## src/rtl/uart_pkg.sv

```systemverilog
// Shared UART definitions: line FSM states, default clocking
// constants and the bit-period helper used by both TX and RX.
package uart_pkg;

    localparam int unsigned UART_CLK_FREQ  = 100_000_000;
    localparam int unsigned UART_BAUD_RATE = 460_800;

    typedef enum logic [2:0] {
        ST_IDLE   = 3'd0,
        ST_START  = 3'd1,
        ST_DATA   = 3'd2,
        ST_PARITY = 3'd3,
        ST_STOP   = 3'd4
    } uart_state_e;

    // Clocks per bit, truncating like the receiver does.
    function automatic int unsigned clks_per_bit(
        input int unsigned clk_freq,
        input int unsigned baud_rate
    );
        return clk_freq / baud_rate;
    endfunction

    // Counter width able to hold 0..n-1, never narrower than 1.
    function automatic int unsigned cnt_width(input int unsigned n);
        return (n <= 1) ? 1 : $clog2(n);
    endfunction

endpackage

```

## src/rtl/uart_baud_tick.sv

```systemverilog
// Bit-period timer: one-cycle tick on the last clock of each bit.
// Cleared by the owning FSM while idle; shared with the receiver.
module uart_baud_tick
    import uart_pkg::*;
#(
    parameter int unsigned CLKS_PER_BIT = 217
) (
    input  logic clk,
    input  logic rst,
    input  logic clr,
    output logic tick
);

    localparam int unsigned CNT_W = cnt_width(CLKS_PER_BIT);
    localparam logic [CNT_W-1:0] CNT_LAST = CNT_W'(CLKS_PER_BIT - 1);

    logic [CNT_W-1:0] cnt_q;
    logic [CNT_W-1:0] cnt_d;

    assign tick = (cnt_q == CNT_LAST);

    // Wrap on the tick so every bit boundary restarts the count.
    always_comb begin
        cnt_d = cnt_q + 1'b1;
        if (clr || tick) begin
            cnt_d = '0;
        end
    end

    // Counter register.
    always_ff @(posedge clk) begin
        if (rst) begin
            cnt_q <= '0;
        end else begin
            cnt_q <= cnt_d;
        end
    end

endmodule

```

## src/rtl/uart_tx_frame.sv

```systemverilog
// UART transmitter: one byte per valid/ready handshake, sent as
// start + LSB-first data + stop. `UART_TX_PARITY_EN adds even parity.
module uart_tx_frame
    import uart_pkg::*;
#(
    parameter int unsigned CLK_FREQ  = UART_CLK_FREQ,
    parameter int unsigned BAUD_RATE = UART_BAUD_RATE,
    parameter int unsigned DATA_BITS = 8,
    parameter int unsigned STOP_BITS = 1
) (
    input  logic                 sys_clk,
    input  logic                 sys_rst,
    input  logic [DATA_BITS-1:0] tx_din,
    input  logic                 tx_valid,
    output logic                 tx_ready,
    output logic                 tx_busy,
    output logic                 tx_data
);

    localparam int unsigned CPB   = clks_per_bit(CLK_FREQ, BAUD_RATE);
    localparam int unsigned BCW   = cnt_width(DATA_BITS);
    localparam logic [BCW-1:0] DATA_LAST = BCW'(DATA_BITS - 1);
    localparam logic [BCW-1:0] STOP_LAST = BCW'(STOP_BITS - 1);

    uart_state_e          state_q;
    uart_state_e          state_d;
    logic [DATA_BITS-1:0] shift_q;
    logic [DATA_BITS-1:0] shift_d;
    logic [BCW-1:0]       bit_q;
    logic [BCW-1:0]       bit_d;
    logic                 tx_data_q;
    logic                 tx_data_d;
    logic                 busy_q;
    logic                 busy_d;
    logic                 ready_q;
    logic                 ready_d;
    logic                 tick;
`ifdef UART_TX_PARITY_EN
    logic                 par_q;
    logic                 par_d;
`endif

    assign tx_data  = tx_data_q;
    assign tx_busy  = busy_q;
    assign tx_ready = ready_q;

    uart_baud_tick #(
        .CLKS_PER_BIT (CPB)
    ) u_baud (
        .clk  (sys_clk),
        .rst  (sys_rst),
        .clr  (state_q == ST_IDLE),
        .tick (tick)
    );

    // Next-state, shift and bit-count logic.
    always_comb begin
        state_d = state_q;
        shift_d = shift_q;
        bit_d   = bit_q;
`ifdef UART_TX_PARITY_EN
        par_d   = par_q;
`endif
        unique case (state_q)
            ST_IDLE: begin
                if (tx_valid && ready_q) begin
                    shift_d = tx_din;
                    bit_d   = '0;
`ifdef UART_TX_PARITY_EN
                    par_d   = ^tx_din;
`endif
                    state_d = ST_START;
                end
            end
            ST_START: begin
                if (tick) begin
                    state_d = ST_DATA;
                end
            end
            ST_DATA: begin
                if (tick) begin
                    shift_d = shift_q >> 1;
                    if (bit_q == DATA_LAST) begin
                        bit_d = '0;
`ifdef UART_TX_PARITY_EN
                        state_d = ST_PARITY;
`else
                        state_d = ST_STOP;
`endif
                    end else begin
                        bit_d = bit_q + 1'b1;
                    end
                end
            end
`ifdef UART_TX_PARITY_EN
            ST_PARITY: begin
                if (tick) begin
                    state_d = ST_STOP;
                end
            end
`endif
            ST_STOP: begin
                if (tick) begin
                    if (bit_q == STOP_LAST) begin
                        bit_d   = '0;
                        state_d = ST_IDLE;
                    end else begin
                        bit_d = bit_q + 1'b1;
                    end
                end
            end
            default: begin
                state_d = ST_IDLE;
            end
        endcase
    end

    // Line level and status flags decoded from the next state so
    // that all outputs come straight from flops.
    always_comb begin
        tx_data_d = 1'b1;
        unique case (state_d)
            ST_START: tx_data_d = 1'b0;
            ST_DATA:  tx_data_d = shift_d[0];
`ifdef UART_TX_PARITY_EN
            ST_PARITY: tx_data_d = par_d;
`endif
            default:  tx_data_d = 1'b1;
        endcase
        busy_d  = (state_d != ST_IDLE);
        ready_d = (state_d == ST_IDLE);
    end

    // State and output registers; reset aborts any frame in flight.
    always_ff @(posedge sys_clk) begin
        if (sys_rst) begin
            state_q   <= ST_IDLE;
            shift_q   <= '0;
            bit_q     <= '0;
            tx_data_q <= 1'b1;
            busy_q    <= 1'b0;
            ready_q   <= 1'b1;
`ifdef UART_TX_PARITY_EN
            par_q     <= 1'b0;
`endif
        end else begin
            state_q   <= state_d;
            shift_q   <= shift_d;
            bit_q     <= bit_d;
            tx_data_q <= tx_data_d;
            busy_q    <= busy_d;
            ready_q   <= ready_d;
`ifdef UART_TX_PARITY_EN
            par_q     <= par_d;
`endif
        end
    end

endmodule

```

## config.mk

```make
export PLATFORM = sky130hd
export DESIGN_NAME = uart_tx_frame
export DESIGN_NICKNAME = d
export VERILOG_FILES = /design/src/rtl/uart_pkg.sv /design/src/rtl/uart_baud_tick.sv /design/src/rtl/uart_tx_frame.sv
export SDC_FILE = /design/constraint.sdc
export NUM_CORES = 1
export LEC_CHECK = 0
export CAP_MARGIN = 20
export CELL_PAD_IN_SITES_DETAIL_PLACEMENT = 1
export CELL_PAD_IN_SITES_GLOBAL_PLACEMENT = 2
export CORE_ASPECT_RATIO = 1.5
export CORE_UTILIZATION = 30
export CTS_BUF_LIST = sky130_fd_sc_hd__clkbuf_8
export DETAILED_ROUTE_END_ITERATION = 12
export PLACE_DENSITY = 0.81
export SLEW_MARGIN = 20
export SYNTH_ARGS = -nofsm -noshare
export SYNTH_HDL_FRONTEND = slang
export SYNTH_SLANG_ARGS = --single-unit
export TNS_END_PERCENT = 1
```

## constraint.sdc

```tcl
create_clock -name sys_clk -period 2.1 [get_ports sys_clk]
set_input_delay 0.21 -clock sys_clk [delete_from_list [all_inputs] [get_ports sys_clk]]
set_output_delay 0.21 -clock sys_clk [all_outputs]
set_load 0.005 [all_outputs]
```

==> results_dict.tcl <==
set metrics [dict create \
    initial_core_util_pct 31.52 \
    synthTopCellsByCount "dfxtp_1 (25), nor2_1 (17), a21oi_1 (13), nand2_1 (13), inv_1 (7)" \
    boundaryPins 14 \
    grt.overflow.total 0 \
    synthMuxAreaShare_pct 0 \
    grt.total_usage_pct 14.14 \
    comb_power_share_pct 11.8 \
    path_buf_inv 1 \
    crit_required_ns 2.30 \
    syn_to_final_growth_pct 19.34 \
    yosys.area.top_type "dfxtp_1" \
    drtPass1Iterations 4 \
    yosys_warnings 0 \
    core_area_sq_mm 0.003716 \
    synth-xor-area-share_pct 5.235 \
    viasPerCell 5.016 \
    ir_drop_mv 0.4231 \
    vias 933 \
    cts_resized 0 \
    yosysMostFrequentCell "dfxtp_1" \
    holdWs_ns 0.4595 \
    p_int_uw 679.9 \
    slew_headroom_pct 73.35 \
    dieArea_sq_mm 0.004163 \
    first_global_vias 992 \
    maxSlewViolCount 0 \
    grt_max_degree 18 \
    synth_top_area_share_pct 42.74 \
    syn_inst 129 \
    routedWlPerCell_um 13.39 \
    maxCapViolCount 0 \
    grt_antenna_before_repair 0 \
    fin_tns_setup_ns 0 \
    timing.rr.end "bit_q[0]" \
    cts_hold_buf 0 \
    cts_tree "done" \
    cts.clk_slew.worst_paths_ns 0.08 \
    drtIter0Drc 15 \
    cts.sinks 25 \
    p_per_area_mw_per_mm2 634.2 \
    leakagePower_uw 0.0004630 \
    synth_edf_count 0 \
    rows 27 \
    yosysSeqAreaShare_pct 42.74 \
    seqPwrFrac_pct 57.1 \
    port_buffers 13 \
    post_cts_buffers 0 \
    synth_cell_types 35 \
    crit_family "simple AND/OR/NAND/NOR gates" \
    synthAdderAreaFrac_pct 5.342 \
    hold_path.class "reg -> reg" \
    slowest_delay_ns 0.37 \
    syn-cell-area_sq_mm 0.001171 \
    critPathLaunchType "register" \
    cts.path.max_buffers 2 \
    sw_frac_of_total_pct 23.29 \
    yosys.area_share.simple_pct 25.53 \
    crit_end "bit_q[0]" \
    pwr-share-clk_pct 31.1 \
    status "completed" \
    place_hpwl_um 1953 \
    syn_nets 145 \
    crit_chain "inv_1, ha_1, nand4b_4, nor3_4, a21oi_1, or3_1, a21oi_1" \
    drive_gt1_share_pct 9.790 \
    setup-violations-final 0 \
    ant_nets 0 \
    routed_wl_um 2490 \
    synthArstFlopShare_pct 0 \
    end_kind "register" \
    startpoint "u_baud.cnt_q[0]" \
    fin_skew_ns 0.002087 \
    synth_ff_type "dfxtp_1" \
    rsz0062_at_grt "false" \
    gp_congestion 0.7703 \
    cts-root-buf "clkbuf_8" \
    slowest_stage "or3_1" \
    fin_crit_sh_pct 87.66 \
    synth_seq_cells 25 \
    cts_made_buffers 3 \
    synth_top_family_by_area "simple AND/OR/NAND/NOR gates" \
    crit_cells 7 \
    avgSynthCellArea_sq_um 9.078 \
    period_needed_ns 1.841 \
    synth-compound-area-share_pct 16.77 \
    antenna_cells 0 \
    reg2reg_slack_ns 0.26 \
    p_switching_uw 206.4 \
    dieHeight_um 78.52 \
    crit_fanout 6 \
    fmax_mhz 543.2 \
    path_common_cell "a21oi_1" \
    worstPathArrival_ns 2.04 \
    grt_pass1_wl_um 4395 \
    r2r_start "u_baud.cnt_q[0]" \
    htreeDepth 1 \
    finalHoldViolations 0 \
    die_w_um 53.02 \
    netlist_top_cells_area "dfxtp_1 (43%), a21oi_1 (5.6%), nor2_1 (5.4%)" \
    final_nets 160 \
    worst_slew_pin_slew_ns 0.3992 \
    rr_worst_depth 7 \
    crit_type "reg -> reg" \
    clkLatencyLatePin_ns 0.26 \
    drc 0 \
]
[cells by family after synthesis]
group / Yosys count
AOI/OAI and AO/OA: 29
adders and majority gates: 5
DFF: 25
and+or+nand+nor: 50
buffers and inverters: 13
xor gates and xnor gates: 7
[worst min path at each step]
stage	from	to	cells after the start
after CTS	shift_q[6]	shift_q[6]	2
after global routing	shift_q[6]	shift_q[6]	2
final	shift_q[6]	shift_q[6]	2
after global placement	u_baud.cnt_q[0]	u_baud.cnt_q[0]	1
after floorplan	tx_din[7]	shift_q[7]	2
after detailed placement	shift_q[6]	shift_q[6]	2
[placed cells by master, fill, tap and decap left out, types with 2 or more instances in the layout]
master and instances:
a21oi_1 13, a22oi_1 6, buf_4 3, clkbuf_8 3, clkdlybuf4s50_1 13, dfxtp_1 25, ha_1 5, inv_1 8
nand2_1 13, nand3_1 2, nor2_1 17, nor2b_1 2, nor3_1 2, nor3b_1 3, o31ai_1 2, xnor2_1 4
xor2_1 3
[area by class of cell]
type | instances | area, sq um
inverter | 7 | 26.28
fill | 448 | 2318
timing repair buffer | 16 | 152.6
clock buffer | 3 | 41.29
multi-input combinational | 91 | 619.3
tap | 43 | 53.80
clock inverter | 1 | 3.754
sequential | 25 | 500.5
[through the flow]
stage / util [%] / worst slack [ns] / instances / cell area (sq um) / power (uW)
CTS: 37.61 / 0.2497 / 186 / 1398 / 900.9
finish: 37.61 / 0.2591 / 186 / 1398 / 886.3
floorplan: - / 0.4008 / 129 / 1171 / 574.4
global placement: 36.40 / 0.3267 / 182 / 1353 / 620.2
global route: 37.61 / 0.1190 / 186 / 1398 / 933.9
detailed placement: 36.40 / 0.2607 / 182 / 1353 / 623.7
[per-layer routing]
layer / GRT usage [%] / wire (um)
met1: 15.18 / 1054
met2: 26.84 / 1366
met3: 2.326 / 43
met4: 3.947 / 25
met5: 0 / 0
[power by group through the flow]
stage / clock network (uW) / registers (uW) / logic [uW]
after global routing: 306 / 509 / 119
after floorplan: 0 / 516 / 58.8
after CTS: 287 / 507 / 107
after global placement: 0 / 517 / 104
final: 275 / 506 / 105
after detailed placement: 0 / 518 / 106
[worst min-delay path, cell delays in order (launching register included)]
cell	delay [ns]
dfxtp_1	0.32
nand2_1	0.05
a21oi_1	0.05
[registers in the layout, indices dropped and copies added (netlist names)]
signal	flops
shift_q	8
tx_ready	1
bit_q	3
tx_data	1
state_q	3
tx_busy	1
u_baud.cnt_q	8
(Power assumes the default switching activity.)
